**src/rtl/gf2m_sched_pkg.sv**
```systemverilog
// Shared types and sizing helpers for the GF(2^m) multiplier scheduler.
package gf2m_sched_pkg;

  typedef enum logic [1:0] {
    IDLE,
    ISSUE,
    WAIT,
    RESP
  } sched_state_e;

  // Bit width needed to hold values 0..n-1, never less than one bit.
  function automatic int sched_clog2(input int n);
    return (n > 1) ? $clog2(n) : 1;
  endfunction

endpackage

```
**src/rtl/gf2m_mul_sched_if.sv**
```systemverilog
// Requester-side bundle: operand request channel and result response channel.
interface gf2m_mul_sched_if #(
  parameter int WIDTH = 79,
  parameter int N_REQ = 4
);
  logic [N_REQ-1:0]       req_valid;
  logic [N_REQ-1:0]       req_ready;
  logic [N_REQ*WIDTH-1:0] req_a;
  logic [N_REQ*WIDTH-1:0] req_b;
  logic [N_REQ-1:0]       rsp_valid;
  logic [N_REQ-1:0]       rsp_ready;
  logic [WIDTH-1:0]       rsp_c;
  logic                   rsp_err;

  modport master (
    output req_valid, req_a, req_b, rsp_ready,
    input  req_ready, rsp_valid, rsp_c, rsp_err
  );

  modport slave (
    input  req_valid, req_a, req_b, rsp_ready,
    output req_ready, rsp_valid, rsp_c, rsp_err
  );
endinterface

```
**src/rtl/gf2m_rr_arb.sv**
```systemverilog
// Combinational round-robin arbiter: first request at or after ptr+1, wrapping.
module gf2m_rr_arb #(
  parameter int N_REQ = 4,
  parameter int IDX_W = 2
) (
  input  logic [N_REQ-1:0] req,
  input  logic [IDX_W-1:0] ptr,
  output logic [N_REQ-1:0] gnt,
  output logic [IDX_W-1:0] idx
);

  int unsigned      cand;
  logic [IDX_W-1:0] cand_idx;

  // NOTE: every output and temporary gets a default first, so no path infers a latch.
  always_comb begin
    gnt      = '0;
    idx      = '0;
    cand     = 0;
    cand_idx = '0;
    for (int k = 1; k <= N_REQ; k++) begin
      cand     = (int'(ptr) + k) % N_REQ;
      cand_idx = IDX_W'(cand);
      if (gnt == '0 && req[cand_idx]) begin
        gnt[cand_idx] = 1'b1;
        idx           = cand_idx;
      end
    end
  end

endmodule

```
**src/rtl/gf2m_mul_sched.sv**
```systemverilog
// Shares one digit-serial GF(2^m) multiplier among N_REQ requesters, one operation at a time.
module gf2m_mul_sched
  import gf2m_sched_pkg::*;
#(
  parameter int WIDTH   = 79,
  parameter int N_REQ   = 4,
  parameter int MAX_LAT = 16
) (
  input  logic             clk,
  input  logic             rst_b,
  gf2m_mul_sched_if.slave  bus,
  output logic             mul_start,
  output logic [WIDTH-1:0] mul_op_a,
  output logic [WIDTH-1:0] mul_op_b,
  input  logic             mul_done,
  input  logic [WIDTH-1:0] mul_op_c
);

  localparam int IDX_W = sched_clog2(N_REQ);
  localparam int WD_W  = sched_clog2(MAX_LAT);

  sched_state_e     state_q, state_d;
  logic [IDX_W-1:0] ptr_q, gnt_idx_q, arb_idx;
  logic [N_REQ-1:0] arb_gnt;
  logic [WD_W-1:0]  wd_q;
  logic [WIDTH-1:0] op_a_q, op_b_q, res_q;
  logic             err_q;
  logic             accept, wd_hit, rsp_hs;

  gf2m_rr_arb #(
    .N_REQ (N_REQ),
    .IDX_W (IDX_W)
  ) u_arb (
    .req (bus.req_valid),
    .ptr (ptr_q),
    .gnt (arb_gnt),
    .idx (arb_idx)
  );

  assign accept = (state_q == IDLE) && (bus.req_valid != '0);
  assign rsp_hs = (state_q == RESP) && bus.rsp_ready[gnt_idx_q];
  // WAIT is entered with the counter at 0, so hitting MAX_LAT-2 here lands RESP
  // exactly MAX_LAT cycles after the start pulse.
  assign wd_hit = (wd_q == WD_W'(MAX_LAT - 2));

  always_comb begin
    state_d       = state_q;
    bus.req_ready = '0;
    bus.rsp_valid = '0;
    mul_start     = 1'b0;
    unique case (state_q)
      IDLE: begin
        bus.req_ready = arb_gnt;
        if (accept) state_d = ISSUE;
      end
      ISSUE: begin
        mul_start = 1'b1;
        state_d   = WAIT;
      end
      WAIT: begin
        if (mul_done || wd_hit) state_d = RESP;
      end
      RESP: begin
        bus.rsp_valid[gnt_idx_q] = 1'b1;
        if (rsp_hs) state_d = IDLE;
      end
      default: state_d = IDLE;
    endcase
  end

  assign bus.rsp_c   = (state_q == RESP) ? res_q : '0;
  assign bus.rsp_err = (state_q == RESP) && err_q;
  assign mul_op_a    = op_a_q;
  assign mul_op_b    = op_b_q;

  // NOTE: operand/result registers are reset as well, since they feed outputs that must read 0 out of reset.
  always_ff @(posedge clk or negedge rst_b) begin
    if (!rst_b) begin
      state_q   <= IDLE;
      ptr_q     <= IDX_W'(N_REQ - 1);
      gnt_idx_q <= '0;
      wd_q      <= '0;
      op_a_q    <= '0;
      op_b_q    <= '0;
      res_q     <= '0;
      err_q     <= 1'b0;
    end else begin
      // NOTE: non-blocking assignments throughout, so every register samples pre-edge values.
      state_q <= state_d;
      unique case (state_q)
        IDLE: begin
          if (accept) begin
            op_a_q    <= bus.req_a[arb_idx*WIDTH +: WIDTH];
            op_b_q    <= bus.req_b[arb_idx*WIDTH +: WIDTH];
            gnt_idx_q <= arb_idx;
          end
        end
        ISSUE: wd_q <= '0;
        WAIT: begin
          wd_q <= wd_q + WD_W'(1);
          if (mul_done) begin
            res_q <= mul_op_c;
            err_q <= 1'b0;
          end else if (wd_hit) begin
            res_q <= '0;
            err_q <= 1'b1;
          end
        end
        RESP: begin
          if (rsp_hs) ptr_q <= gnt_idx_q;
        end
        default: ;
      endcase
    end
  end

endmodule

```
**src/flat_wrapper.sv**
```systemverilog
// flat-port wrapper written by rule: the top's interface ports become plain ports
module gf2m_mul_sched_flat import gf2m_sched_pkg::*;
#(
  parameter int WIDTH   = 79,
  parameter int N_REQ   = 4,
  parameter int MAX_LAT = 16
)
  (clk, rst_b, mul_start, mul_op_a, mul_op_b, mul_done, mul_op_c, bus_req_valid, bus_req_a, bus_req_b, bus_rsp_ready, bus_req_ready, bus_rsp_valid, bus_rsp_c, bus_rsp_err);
  gf2m_mul_sched_if #(.WIDTH(WIDTH), .N_REQ(N_REQ)) bus_i ();
  input  logic clk;
  input  logic rst_b;
  output logic mul_start;
  output logic [WIDTH-1:0] mul_op_a;
  output logic [WIDTH-1:0] mul_op_b;
  input  logic mul_done;
  input  logic [WIDTH-1:0] mul_op_c;
  input wire logic [$bits(bus_i.req_valid)-1:0] bus_req_valid;
  input wire logic [$bits(bus_i.req_a)-1:0] bus_req_a;
  input wire logic [$bits(bus_i.req_b)-1:0] bus_req_b;
  input wire logic [$bits(bus_i.rsp_ready)-1:0] bus_rsp_ready;
  output wire logic [$bits(bus_i.req_ready)-1:0] bus_req_ready;
  output wire logic [$bits(bus_i.rsp_valid)-1:0] bus_rsp_valid;
  output wire logic [$bits(bus_i.rsp_c)-1:0] bus_rsp_c;
  output wire logic [$bits(bus_i.rsp_err)-1:0] bus_rsp_err;
  assign bus_i.req_valid = bus_req_valid;
  assign bus_i.req_a = bus_req_a;
  assign bus_i.req_b = bus_req_b;
  assign bus_i.rsp_ready = bus_rsp_ready;
  assign bus_req_ready = bus_i.req_ready;
  assign bus_rsp_valid = bus_i.rsp_valid;
  assign bus_rsp_c = bus_i.rsp_c;
  assign bus_rsp_err = bus_i.rsp_err;
  gf2m_mul_sched #(.WIDTH(WIDTH), .N_REQ(N_REQ), .MAX_LAT(MAX_LAT)) u_core (.clk(clk), .rst_b(rst_b), .bus(bus_i), .mul_start(mul_start), .mul_op_a(mul_op_a), .mul_op_b(mul_op_b), .mul_done(mul_done), .mul_op_c(mul_op_c));
endmodule
```
**config.mk**
```make
export PLATFORM = sky130hd
export DESIGN_NAME = gf2m_mul_sched_flat
export DESIGN_NICKNAME = d
export VERILOG_FILES = /design/src/rtl/gf2m_sched_pkg.sv /design/src/rtl/gf2m_mul_sched_if.sv /design/src/rtl/gf2m_rr_arb.sv /design/src/rtl/gf2m_mul_sched.sv /design/src/flat_wrapper.sv
export SDC_FILE = /design/constraint.sdc
export NUM_CORES = 1
export LEC_CHECK = 0
export CAP_MARGIN = 20
export CORE_AREA = 2 2 373 375
export CTS_CLUSTER_DIAMETER = 100
export DETAILED_ROUTE_END_ITERATION = 12
export DIE_AREA = 0 0 375 377
export PLACE_DENSITY = 0.44
export SYNTH_ARGS = -nofsm -noshare
export SYNTH_HDL_FRONTEND = slang
export SYNTH_SLANG_ARGS = --single-unit
```
**constraint.sdc**
```tcl
create_clock -name clk -period 5.8 [get_ports clk]
set_input_delay 1.16 -clock clk [delete_from_list [all_inputs] [get_ports clk]]
set_output_delay 1.16 -clock clk [all_outputs]
set_load 0.03 [all_outputs]
```
# Yosys cells after proc, flatten, opt, wreduce, memory -nomap -nowiden
# Index checks and enable logic that the tools add are counted.
# word_totals
reg_bits,248
out_inout_bits,247
# op_classes
addsub,5
mul,1
n_lt_le_gt_ge,10
eq_ne,7
n_shift,2
muxes,41
bitwise_logic,3
n_reduce_logical,23
# ops
cell,count
$shiftx 316x10->79,2
$mux 79,3
$mux 4,6
$lt 2x3->1 const B,5
$mux 2,7
$mux 1,13
$logic_not 4->1,3
$or 4x4->4,3
$logic_and 1x1->1,11
$bmux 1 s2,5
$demux 1 s2,5
$ge 2x1->1 const B,5
$mul 2x7->9 const B,1
$pmux 2 s4,1
$pmux 4 s2,1
$ne 2x1->1 const B,3
$reduce_and 2->1,3
$add 2x1->2 const B,2
$add 2x2->2 const B,2
$add 4x1->4 const B,1
$eq 2x2->1 const B,2
$eq 4x4->1 const B,1
$reduce_bool 2->1,2
$reduce_bool 4->1,1
other kinds (4),4

# Longest topological paths before layout
# Gate-level depths: netlist (run 1).
# depth
word_depth,17
depth_mapped,15
ltp_nobuf,10

# Modules after synthesis
# From an unflattened synthesis (run 1), not the netlist that was laid out.
# unflattened
hier_cells,928
hier_area_um2,14247.4
# by_module_without_submodules
module,n_inst,cells_per_inst,area_per_inst_um2,seq_area_each_um2
gf2m_mul_sched,1,863,13655.6,6208.5
gf2m_rr_arb,1,65,591.8,0.0

# Worst setup path after synthesis (run 1)
# OpenSTA, ideal clock, no wires.
# synth_timing
path_type,input-to-output
from,input port bus_req_valid[2]
to,output port bus_req_ready[3]
arrival_ns,3.726
t_required_ns,4.640
setup_slack_ns,0.914
stages,10
path_cell_list,mux4_2 a21boi_4 and2_1 o31ai_2 or4_1 buf_2 clkbuf_1 buf_1 o2111ai_1 and2_1
# synth_between
elab_chain_len,13
# synth_rtl
element,line,rtl
from (decl),flat_wrapper.sv:17,input wire logic [$bits(bus_i.req_valid)-1:0] bus_req_valid;
$bmux 1 s2,gf2m_rr_arb.sv:24,if (gnt == '0 && req[cand_idx]) begin
$mux 1 (not written as such),gf2m_rr_arb.sv:24,
$mux 4,gf2m_rr_arb.sv:24,
$logic_not 4->1,gf2m_rr_arb.sv:24,
$logic_and 1x1->1,gf2m_rr_arb.sv:24,
$mux 4,gf2m_rr_arb.sv:24,
$logic_not 4->1,gf2m_rr_arb.sv:24,
$logic_and 1x1->1,gf2m_rr_arb.sv:24,
$mux 4,gf2m_rr_arb.sv:24,
$logic_not 4->1,gf2m_rr_arb.sv:24,
$logic_and 1x1->1,gf2m_rr_arb.sv:24,
$mux 4 *,gf2m_rr_arb.sv:24,
$mux 4 *,gf2m_mul_sched.sv:51,unique case (state_q)
to (decl),flat_wrapper.sv:21,output wire logic [$bits(bus_i.req_ready)-1:0] bus_req_ready;
# Mark *: on every way between the ends. The rest lies on a longest branch, timed or not. The select of a mux whose other input is x is not followed.

# Final worst setup path (run 1)
# layout_timing
from,register u_core.ptr_q[0]
to,output port bus_req_ready[3]
# layout_between
elab_chain_len,16
# layout_rtl
element,line,rtl
from (decl),gf2m_mul_sched.sv:23,"logic [IDX_W-1:0] ptr_q, gnt_idx_q, arb_idx;"
from (signal assigned),gf2m_mul_sched.sv:80,ptr_q <= IDX_W'(N_REQ - 1);
from (signal assigned),gf2m_mul_sched.sv:110,if (rsp_hs) ptr_q <= gnt_idx_q;
$add 2x1->2,gf2m_rr_arb.sv:22,cand = (int'(ptr) + k) % N_REQ;
$lt 2x3->1 (not written as such) or $ge 2x1->1 (tied branches),gf2m_rr_arb.sv:25,gnt[cand_idx] = 1'b1;
$logic_and 1x1->1 (not written as such),gf2m_rr_arb.sv:25,
$mux 1 (not written as such),gf2m_rr_arb.sv:25,
$demux 1 s2,gf2m_rr_arb.sv:25,
$mux 4,gf2m_rr_arb.sv:24,
$logic_not 4->1,gf2m_rr_arb.sv:24,
$logic_and 1x1->1,gf2m_rr_arb.sv:24,
$mux 4,gf2m_rr_arb.sv:24,
$logic_not 4->1,gf2m_rr_arb.sv:24,
$logic_and 1x1->1,gf2m_rr_arb.sv:24,
$mux 4,gf2m_rr_arb.sv:24,
$logic_not 4->1,gf2m_rr_arb.sv:24,
$logic_and 1x1->1,gf2m_rr_arb.sv:24,
$mux 4 *,gf2m_rr_arb.sv:24,
$mux 4 *,gf2m_mul_sched.sv:51,
# Marks and branches as above.

==> results summary, run 1 <==
Using the TritonRoute via totals, the vias-per-cell ratio works out to between 4 and 5. When the netlist entered floorplanning its net count stood at 2763. For the pin with the worst max-slew slack, the measured transition is around 1200 ps. In this run the worst setup path begins at u_core.ptr_q[0]$_DFFE_PN1P_. The area fraction in compound gates after synthesis came out at between 20% and 30%. STA classifies the critical path startpoint as a flip-flop. The number of placement rows is between 100 and 150. The global-route wire length before repair came out at roughly 150000 microns. The clock skew after layout is 49.1 ps. In this run, synthesis inferred 0 flip-flops with an integrated enable. The routability congestion estimate from global placement came out at around 0.83.

The library cell with the largest summed area after synthesis is sky130_fd_sc_hd__dfrtp_1. The total CTS buffers is 40. Across every metal layer, demand over resource in global routing totals between 10% and 20%. The slack of the worst reg-to-reg path is just under 900 ps. Prior to clock tree synthesis, the placed netlist has a worst setup slack of 338 ps. The CTS tree is yes. By area the synthesized netlist is led by sky130_fd_sc_hd__dfrtp_1 (34%), sky130_fd_sc_hd__mux2i_1 (18%), sky130_fd_sc_hd__a211oi_1 (13%). The starting utilization of the core area came out at between 10% and 20%.

Measured along the x axis, the die boundary spans between 300 and 400 microns. The synthesis-to-layout area growth is 73.3%. The maximum number of pins on one net before global-route repair is about 170.

The cell area reported after detailed placement came out at approximately 0.03 sq mm. The unique cell type count in the Yosys netlist is 47. The most used flip-flop cell after synthesis is sky130_fd_sc_hd__dfrtp_1. The final routed DRC violation total is 0.

In the final timing run, aggregate negative setup slack is 0 ps. Setup violations remaining at the end of the flow were counted as 0. The number of fillers in the final layout is between 10000 and 15000. The number of hold buffers added after CTS came out at 0.

The share of synthesized registers carrying an async set or reset is 100%. The number of nets with antenna violations after detailed routing came out at 0. The cell area after synthesis is approximately 0.018 sq mm. The highest achievable clock rate is around 180 MHz. Global routing finished with a remaining overflow of 0. Of all nets on the critical path, the largest fanout is 13. Input and output buffers added on the ports amount to around 970. The flow ran to the end, and the final reports show no timing, DRC or antenna violations. The worst register-to-register path begins at u_core.ptr_q[0]$_DFFE_PN1P_. The count of instances resized after the clock tree is built came out at 0.

The power density relative to cell area is roughly 660 mW/mm^2. The average cell area after synthesis is 8.83 sq um. Setup slack closes at about 380 ps. In the synthesized netlist, the number of instances is ~2000. The core region area is approximately 0.14 sq mm. The count of clock tree sinks came out at between 200 and 250. The routed wire length is approximately 110000 microns. The deepest level of the CTS H-tree is 2. The fraction of final layout cells sized beyond drive strength 1 is between 5 and 6%. The worst-case clock buffer depth is 3. Across the whole layout, storage elements account for between 0.006 and 0.007 sq mm. In this run the clock root is driven by a sky130_fd_sc_hd__clkbuf_16. The number of top-level design ports came out at approximately 970. The worst pin sits at a relative slew slack of a little under a quarter. The critical path is of the reg -> out type. For this run, the register share of the synthesized area comes to 34.7%. The post-synthesis sequential element count is 248. The first-pass detailed-route iteration total is 6. The total power of the final layout came out at between 20 and 25 mW.

The final cell area excluding filler cells came out at approximately 0.031 sq mm. The number of global-route vias before repair came out at a little under 20000. The static leakage power came out at 12.5 nW. The routed layout has 19245 vias. The max-slew violation total from the final report is 0.

The die extent in y is ~380 microns. After synthesis, the largest family of logic cells by area is compound AO/OA/AOI/OAI gates. Summing all multi-input logic gate instances after layout gives 0.0106 sq mm. The final critical path time including I/O delays and setup is around 5400 ps. The wire length per cell is approximately 23 microns. The initial antenna violation count is 22.

The post-synthesis share of cell area spent on and, or, nand and nor gates came out at between 10% and 20%. The area enclosed by the die boundary came out at around 0.14 sq mm. Once detailed placement completed, the half-perimeter wirelength came to 81000 microns. The number of warnings issued by yosys is 0.

The final hold violation count is 0. For this run, the post-layout net count is roughly 3600. The clock insertion delay at the later pin of the skew report is 600 ps. For the worst setup path, the data required time is 4640 ps. The path class of the tightest hold or removal check is reg -> reg.

The worst setup path is captured at an output pin. The count of buffers added by post-CTS timing repair for setup is 0. Summed over its instances, the top area cell type makes up about a third of the synthesized netlist area. The clock transition at the register clock pins on the worst setup and hold paths after CTS is roughly 60 ps. The share of the clock period used by the worst path came out at between 90% and 100%. Across the VDD grid, the largest voltage drop is roughly 0.00081 V.

The DRC violation total after the first TritonRoute iteration is 1209. Setup repair after global routing left no endpoint under its margin. Data arrives at the worst endpoint at around 4300 ps. The xor and xnor area share after synthesis is 0%. In this run the most critical hold path is launched from u_core.res_q[52]$_DFFE_PN0P_. The max-cap check violation count came out at 0.

Measured against the total synthesized area, the mux share comes to a little under a fifth. The share of synthesized cell area in full adder, half adder and majority cells came out at 0.978%.
[cells in the mapped netlist (3+ instances only)]
cell / n
sky130_fd_sc_hd__o211ai_1: 159
sky130_fd_sc_hd__buf_6: 15
sky130_fd_sc_hd__mux4_2: 4
sky130_fd_sc_hd__inv_1: 12
sky130_fd_sc_hd__buf_1: 4
sky130_fd_sc_hd__mux2_2: 3
sky130_fd_sc_hd__nand2_1: 488
sky130_fd_sc_hd__a22o_1: 79
sky130_fd_sc_hd__nor2b_1: 5
sky130_fd_sc_hd__o21ai_0: 9
sky130_fd_sc_hd__clkbuf_1: 183
sky130_fd_sc_hd__buf_4: 18
sky130_fd_sc_hd__a211oi_1: 317
sky130_fd_sc_hd__nand3_1: 3
sky130_fd_sc_hd__buf_2: 21
sky130_fd_sc_hd__dfrtp_1: 246
sky130_fd_sc_hd__ha_1: 14
sky130_fd_sc_hd__and2_1: 83
sky130_fd_sc_hd__nor2_1: 3
sky130_fd_sc_hd__a21oi_1: 6
sky130_fd_sc_hd__mux2i_1: 318
[sequential cells by signal (all words and copies together), names as in the netlist]
register / count
u_core.gnt_idx_q: 2
u_core.err_q: 1
u_core.wd_q: 4
u_core.mul_op_a: 79
u_core.res_q: 79
u_core.state_q: 2
u_core.ptr_q: 2
u_core.mul_op_b: 79
[final timing paths]
path / endpoint / cells past startpoint
worst max-delay path: bus_req_ready[3] / 10
worst min-delay path: u_core.res_q[52]$_DFFE_PN0P_ / 1
worst max register to register: u_core.mul_op_a[1]$_DFFE_PN0P_ / 12
worst min register to register: u_core.res_q[52]$_DFFE_PN0P_ / 1
max in group asynchronous: u_core.mul_op_b[53]$_DFFE_PN0P_ / 2
min in group asynchronous: u_core.res_q[42]$_DFFE_PN0P_ / 1
[critical path: stages, from the launching register on]
cell                        delay, ps
sky130_fd_sc_hd__dfstp_2          700
sky130_fd_sc_hd__inv_1            150
sky130_fd_sc_hd__ha_1             430
sky130_fd_sc_hd__mux4_2           450
sky130_fd_sc_hd__a21bo_2          260
sky130_fd_sc_hd__o211ai_2          80
sky130_fd_sc_hd__nand4_1          220
sky130_fd_sc_hd__or4_4            690
sky130_fd_sc_hd__o2111ai_1        270
sky130_fd_sc_hd__and2_1           240
sky130_fd_sc_hd__buf_12           140
[layer usage]
layer	vias to the layer above	GRT usage [%]	routed length, microns
li1	9167	-	-
met1	9310	17.9	44600
met2	645	24.4	52900
met3	111	3.76	7280
met4	12	4.33	2580
met5	-	0	86
[through the flow]
step	instances	utilization, %	hold WS, ps
final	4704	22.7	494
after global routing	4699	22.6	489
after CTS	4689	22.6	462
after detailed placement	4618	21.6	483
after global placement	4618	21.6	482
after floorplan	2027	-	465
[final cells by class]
type	count	area share [%]
diodes	13	0.105
clock buffers	56	3.65
clock inverters	15	0.617
inverters	12	0.145
multi-input cells	1526	34.1
flip-flops and latches	248	20.0
well taps	1794	7.23
repair buffers	1040	34.1
[power breakdown]
part | switching, mW | internal [mW] | total, mW
clock | 1.05 | 1.42 | 2.47
combinational | 9.08 | 5.73 | 14.8
sequential | 0.597 | 2.64 | 3.24
[cells by family after synthesis]
group,Yosys count
AND/OR/NAND/NOR,600
AO/OA/AOI/OAI,587
multiplexers,325
buffers and inverters,253
flip-flops,248
adder cells (fa/ha/maj),14
[cells in the final DEF, fill, tap and decap left out, types with 4 or more instances in the layout]
master	instances
sky130_fd_sc_hd__o21ai_0	9
sky130_fd_sc_hd__diode_2	13
sky130_fd_sc_hd__o211ai_1	159
sky130_fd_sc_hd__mux4_2	4
sky130_fd_sc_hd__and2_1	82
sky130_fd_sc_hd__inv_1	12
sky130_fd_sc_hd__a22o_1	79
sky130_fd_sc_hd__buf_4	46
sky130_fd_sc_hd__clkbuf_1	9
sky130_fd_sc_hd__mux2i_1	317
sky130_fd_sc_hd__a21oi_1	6
sky130_fd_sc_hd__nor2b_1	4
sky130_fd_sc_hd__dfrtp_1	246
sky130_fd_sc_hd__clkinv_2	6
sky130_fd_sc_hd__clkdlybuf4s50_1	964
sky130_fd_sc_hd__clkbuf_8	7
sky130_fd_sc_hd__ha_1	13
sky130_fd_sc_hd__clkbuf_16	40
sky130_fd_sc_hd__buf_12	29
sky130_fd_sc_hd__a211oi_1	317
sky130_fd_sc_hd__nand2_1	488
No activity file was read; power rests on OpenSTA's default activity.
==> inputs of run 2 (changes only) <==
- CORE_AREA: 2 2 373 375 -> 10 10 372 374
- DIE_AREA: 0 0 375 377 -> 0 0 382 384
- PLACE_DENSITY: 0.44 -> 0.45
- SETUP_SLACK_MARGIN: default -> 0.15
==> run 2 against run 1 <==
Register-to-register slack hardly changed. Via count is 0.54% higher. Count of clock-buffer cells in the layout is 6 higher. Final area is 0.44% lower. Core utilization is 0.97 points higher. Largest cell class is now multi-input combinational cells. Largest power group unchanged.
==> results summary, run 2 (synthesis gave the netlist of run 1 again) <==
The number of instances in the placed design came out at 4567 (-1.1%). The largest stage delay on the critical path is 720 ps (+20 ps). The count of clock tree sinks came out at 248 (unchanged). The total of buffers placed on input and output ports is 968 (unchanged). The wire length per cell is 24.0 microns (+5.0%). The number of placement rows came out at 133 (-2.2%). The critical path is of the reg -> out type. The worst slew margin relative to its limit was 31.9% (+9.1 points). The DRC violation total after the first TritonRoute iteration is 1349 (+12%). The die span in x is 382 microns (+1.9%). The power density relative to cell area is 661 mW/mm^2 (about the same). The core occupancy in the finished layout came out at 23.6% (+0.97 points).

The worst-case reg-to-reg path depth is 12 (unchanged). The overall overflow remaining after global route is 0 (unchanged). The routed wire length came to 112000 microns (+3.9%).

The total routing usage reported by global routing came out at 14.2% (-0.26 points). The clock transition at the register clock pins on the worst setup and hold paths after CTS came out at 60 ps (about the same). The worst setup path is captured at an output pin. The setup TNS came to 0 ps (unchanged). The kind of cell with the highest combined delay along the critical path is simple AND/OR/NAND/NOR gates. The die extent in y is 384 microns (+1.9%). The endpoint of the worst register-to-register path is u_core.mul_op_a[10]$_DFFE_PN0P_. The worst-case clock buffer depth came out at 3 (unchanged). TritonCTS built the clock tree.

The critical path ends at bus_req_ready[2]. The first-pass detailed-route iteration total was 5 (-1). The logic depth of the worst setup path including buffers came out at 11 (+1). The final hold violation count is 0 (unchanged). The register area is 0.00621 sq mm (unchanged).

The max-slew violation total from the final report is 0 (unchanged). The detailed-route vias per instance is 4.15 (+1.6%). The total via count in the routed design was 19349 (+0.54%).

The flow ran to the end, and the final reports show no timing, DRC or antenna violations. The final routed DRC violation total came out at 0 (unchanged). The share of the clock period used by the worst path came out at 92.3% (-1.2 points). The fraction of final layout cells sized beyond drive strength 1 came out at 5.17% (-0.49 points). The initial antenna violation count came out at 28 (+27%).

The count of endpoints failing setup in the final report is 0 (unchanged). The core region area is 0.131 sq mm (-4.5%). The maximum resistive drop on vdd came to 0.000607 V (-25%). The routability congestion estimate from global placement was 0.813 (-2.4%). The clock skew after layout is 19.2 ps (-29.8 ps). The top cell types in the final layout, fill and taps aside, are sky130_fd_sc_hd__clkdlybuf4s50_1 (963), sky130_fd_sc_hd__nand2_1 (488), sky130_fd_sc_hd__mux2i_1 (317). The launching element of the worst setup path is u_core.ptr_q[0]$_DFFE_PN1P_.

The area occupied by multi-input gates is 0.0106 sq mm (+0.35%). The slack of the worst reg-to-reg path is 860 ps (about the same). The static leakage power came to 12.4 nW (-0.38%). Walking the worst path, the cells encountered are inv_1 -> ha_1 -> mux4_2 -> a21boi_4 -> and2_1 -> o31ai_4 -> or4_4 -> inv_1 -> a21oi_1 -> nor2b_1 -> buf_12.

The synthesis-to-layout area growth is 72.6%. The starting utilization of the core area is 13.7% (+0.62 points). The global-route wire length before repair came out at 154000 microns (+2.9%).

The worst setup path is launched from a flip-flop. The highest achievable clock rate came out at 187 MHz (+1.3%). The clock insertion delay at the later pin of the skew report is 580 ps (-20 ps). The number of fillers in the final layout came out at 14336 (-4.2%).

The worst hold path belongs to the class in -> async. The number of nets with antenna violations after detailed routing is 0 (unchanged). The maximum number of pins on one net before global-route repair was 140 (-15%). The count of buffers added by post-CTS timing repair for setup came to 0 (unchanged). The area enclosed by the die boundary was 0.147 sq mm (+3.8%).

CTS placed an instance of sky130_fd_sc_hd__clkbuf_16 at the clock tree root. The final cell count without fillers was 4657 (-1.0%). The startpoint identified for the worst register-to-register timing path is u_core.ptr_q[0]$_DFFE_PN1P_. Counting stages on the worst path, the most repeated cell is sky130_fd_sc_hd__inv_1. The data arrival at the endpoint of the critical path came out at 4190 ps (-70 ps).

The number of global-route vias before repair came out at 19818 (+0.32%). The max-cap check violation count is 0 (unchanged). The largest fanout on the critical path came out at 13 (unchanged). The number of top-level design ports came out at 969 (unchanged). The library cell used most frequently in the layout, excluding fill and tap cells, is sky130_fd_sc_hd__clkdlybuf4s50_1.

The post-layout net count came out at 3591 (-0.36%). Setup repair after global routing could not meet its margin everywhere. The transition time at the pin with the least slew margin was 992 ps (-165 ps). The placed wire-length estimate came out at 84800 microns (+4.7%). The final critical path time including I/O delays and setup is 5350 ps (-71.3 ps). The combined buffer and inverter count along the critical path came out at 3 (+1). The data required time at the worst endpoint came out at 4640 ps (about the same).

The total CTS buffers came out at 40 (unchanged). The deepest level of the CTS H-tree is 2 (unchanged). The largest individual stage delay along the critical path comes from the cell sky130_fd_sc_hd__dfstp_2.
==> run 2: where the power goes <==
| part | switching [mW] | total [mW] | internal, mW |
|---|---|---|---|
| Combinational | 9.01 | 14.7 | 5.71 |
| Sequential | 0.566 | 3.21 | 2.64 |
| Clock | 1.01 | 2.49 | 1.48 |
| Total | 10.6 | 20.4 | 9.83 |
==> run 2: how the worst min path moves through the flow <==
stage                                 start                           end  slack (ps)  cells past startpoint
4_1_cts                               rst_b  u_core.res_q[24]$_DFFE_PN0P_         460                      1
3_5_place_dp   u_core.res_q[21]$_DFFE_PN0P_  u_core.res_q[21]$_DFFE_PN0P_         480                      1
5_1_grt                               rst_b  u_core.res_q[60]$_DFFE_PN0P_         500                      1
3_3_place_gp   u_core.res_q[68]$_DFFE_PN0P_  u_core.res_q[68]$_DFFE_PN0P_         480                      1
2_1_floorplan   u_core.res_q[0]$_DFFE_PN0P_   u_core.res_q[0]$_DFFE_PN0P_         470                      1
6_report                              rst_b  u_core.res_q[24]$_DFFE_PN0P_         500                      1
==> run 2: worst reg2reg max path: cells and delay by family (launching register included) <==
kind | cells | cell delay [ps]
compound gates | 4 | 860
fa+ha+maj | 1 | 440
buf+inv | 3 | 590
flops | 1 | 720
mux | 2 | 1330
simple gates | 2 | 860
==> run 2: timing repair <==
action | 4_1_cts | 5_1_grt
resized for setup | 0 | 3
hold buffers | 0 | 0
setup endpoints to repair | 0 | 1
==> run 2: per-layer routing <==
metal | vias to the layer above | global-route usage (%) | part of all wire [%]
met5 | - | 0 | 0.068
met4 | 14 | 4.40 | 2.3
met3 | 118 | 4.19 | 7.2
met2 | 659 | 23.6 | 49
met1 | 9415 | 17.5 | 42
li1 | 9143 | - | -
==> run 2: stage by stage <==
stage	setup WS [ps]	total power [mW]	hold slack, ps	area [sq um]
global route	146	21.7	498	30900
detailed placement	297	18.0	483	29500
global placement	313	18.0	480	29500
floorplan	914	12.8	465	17900
finish	447	20.4	495	30900
CTS	324	20.6	456	30800
==> run 2: layout make-up <==
| class | instances | area share [%] |
|---|---|---|
| multi-input combinational | 1526 | 34.4 |
| timing repair buffer | 1027 | 33.9 |
| sequential | 248 | 20.1 |
| tap | 1755 | 7.11 |
| clock buffer | 62 | 3.80 |
| clock inverter | 9 | 0.429 |
| inverter | 12 | 0.146 |
| antenna | 18 | 0.146 |
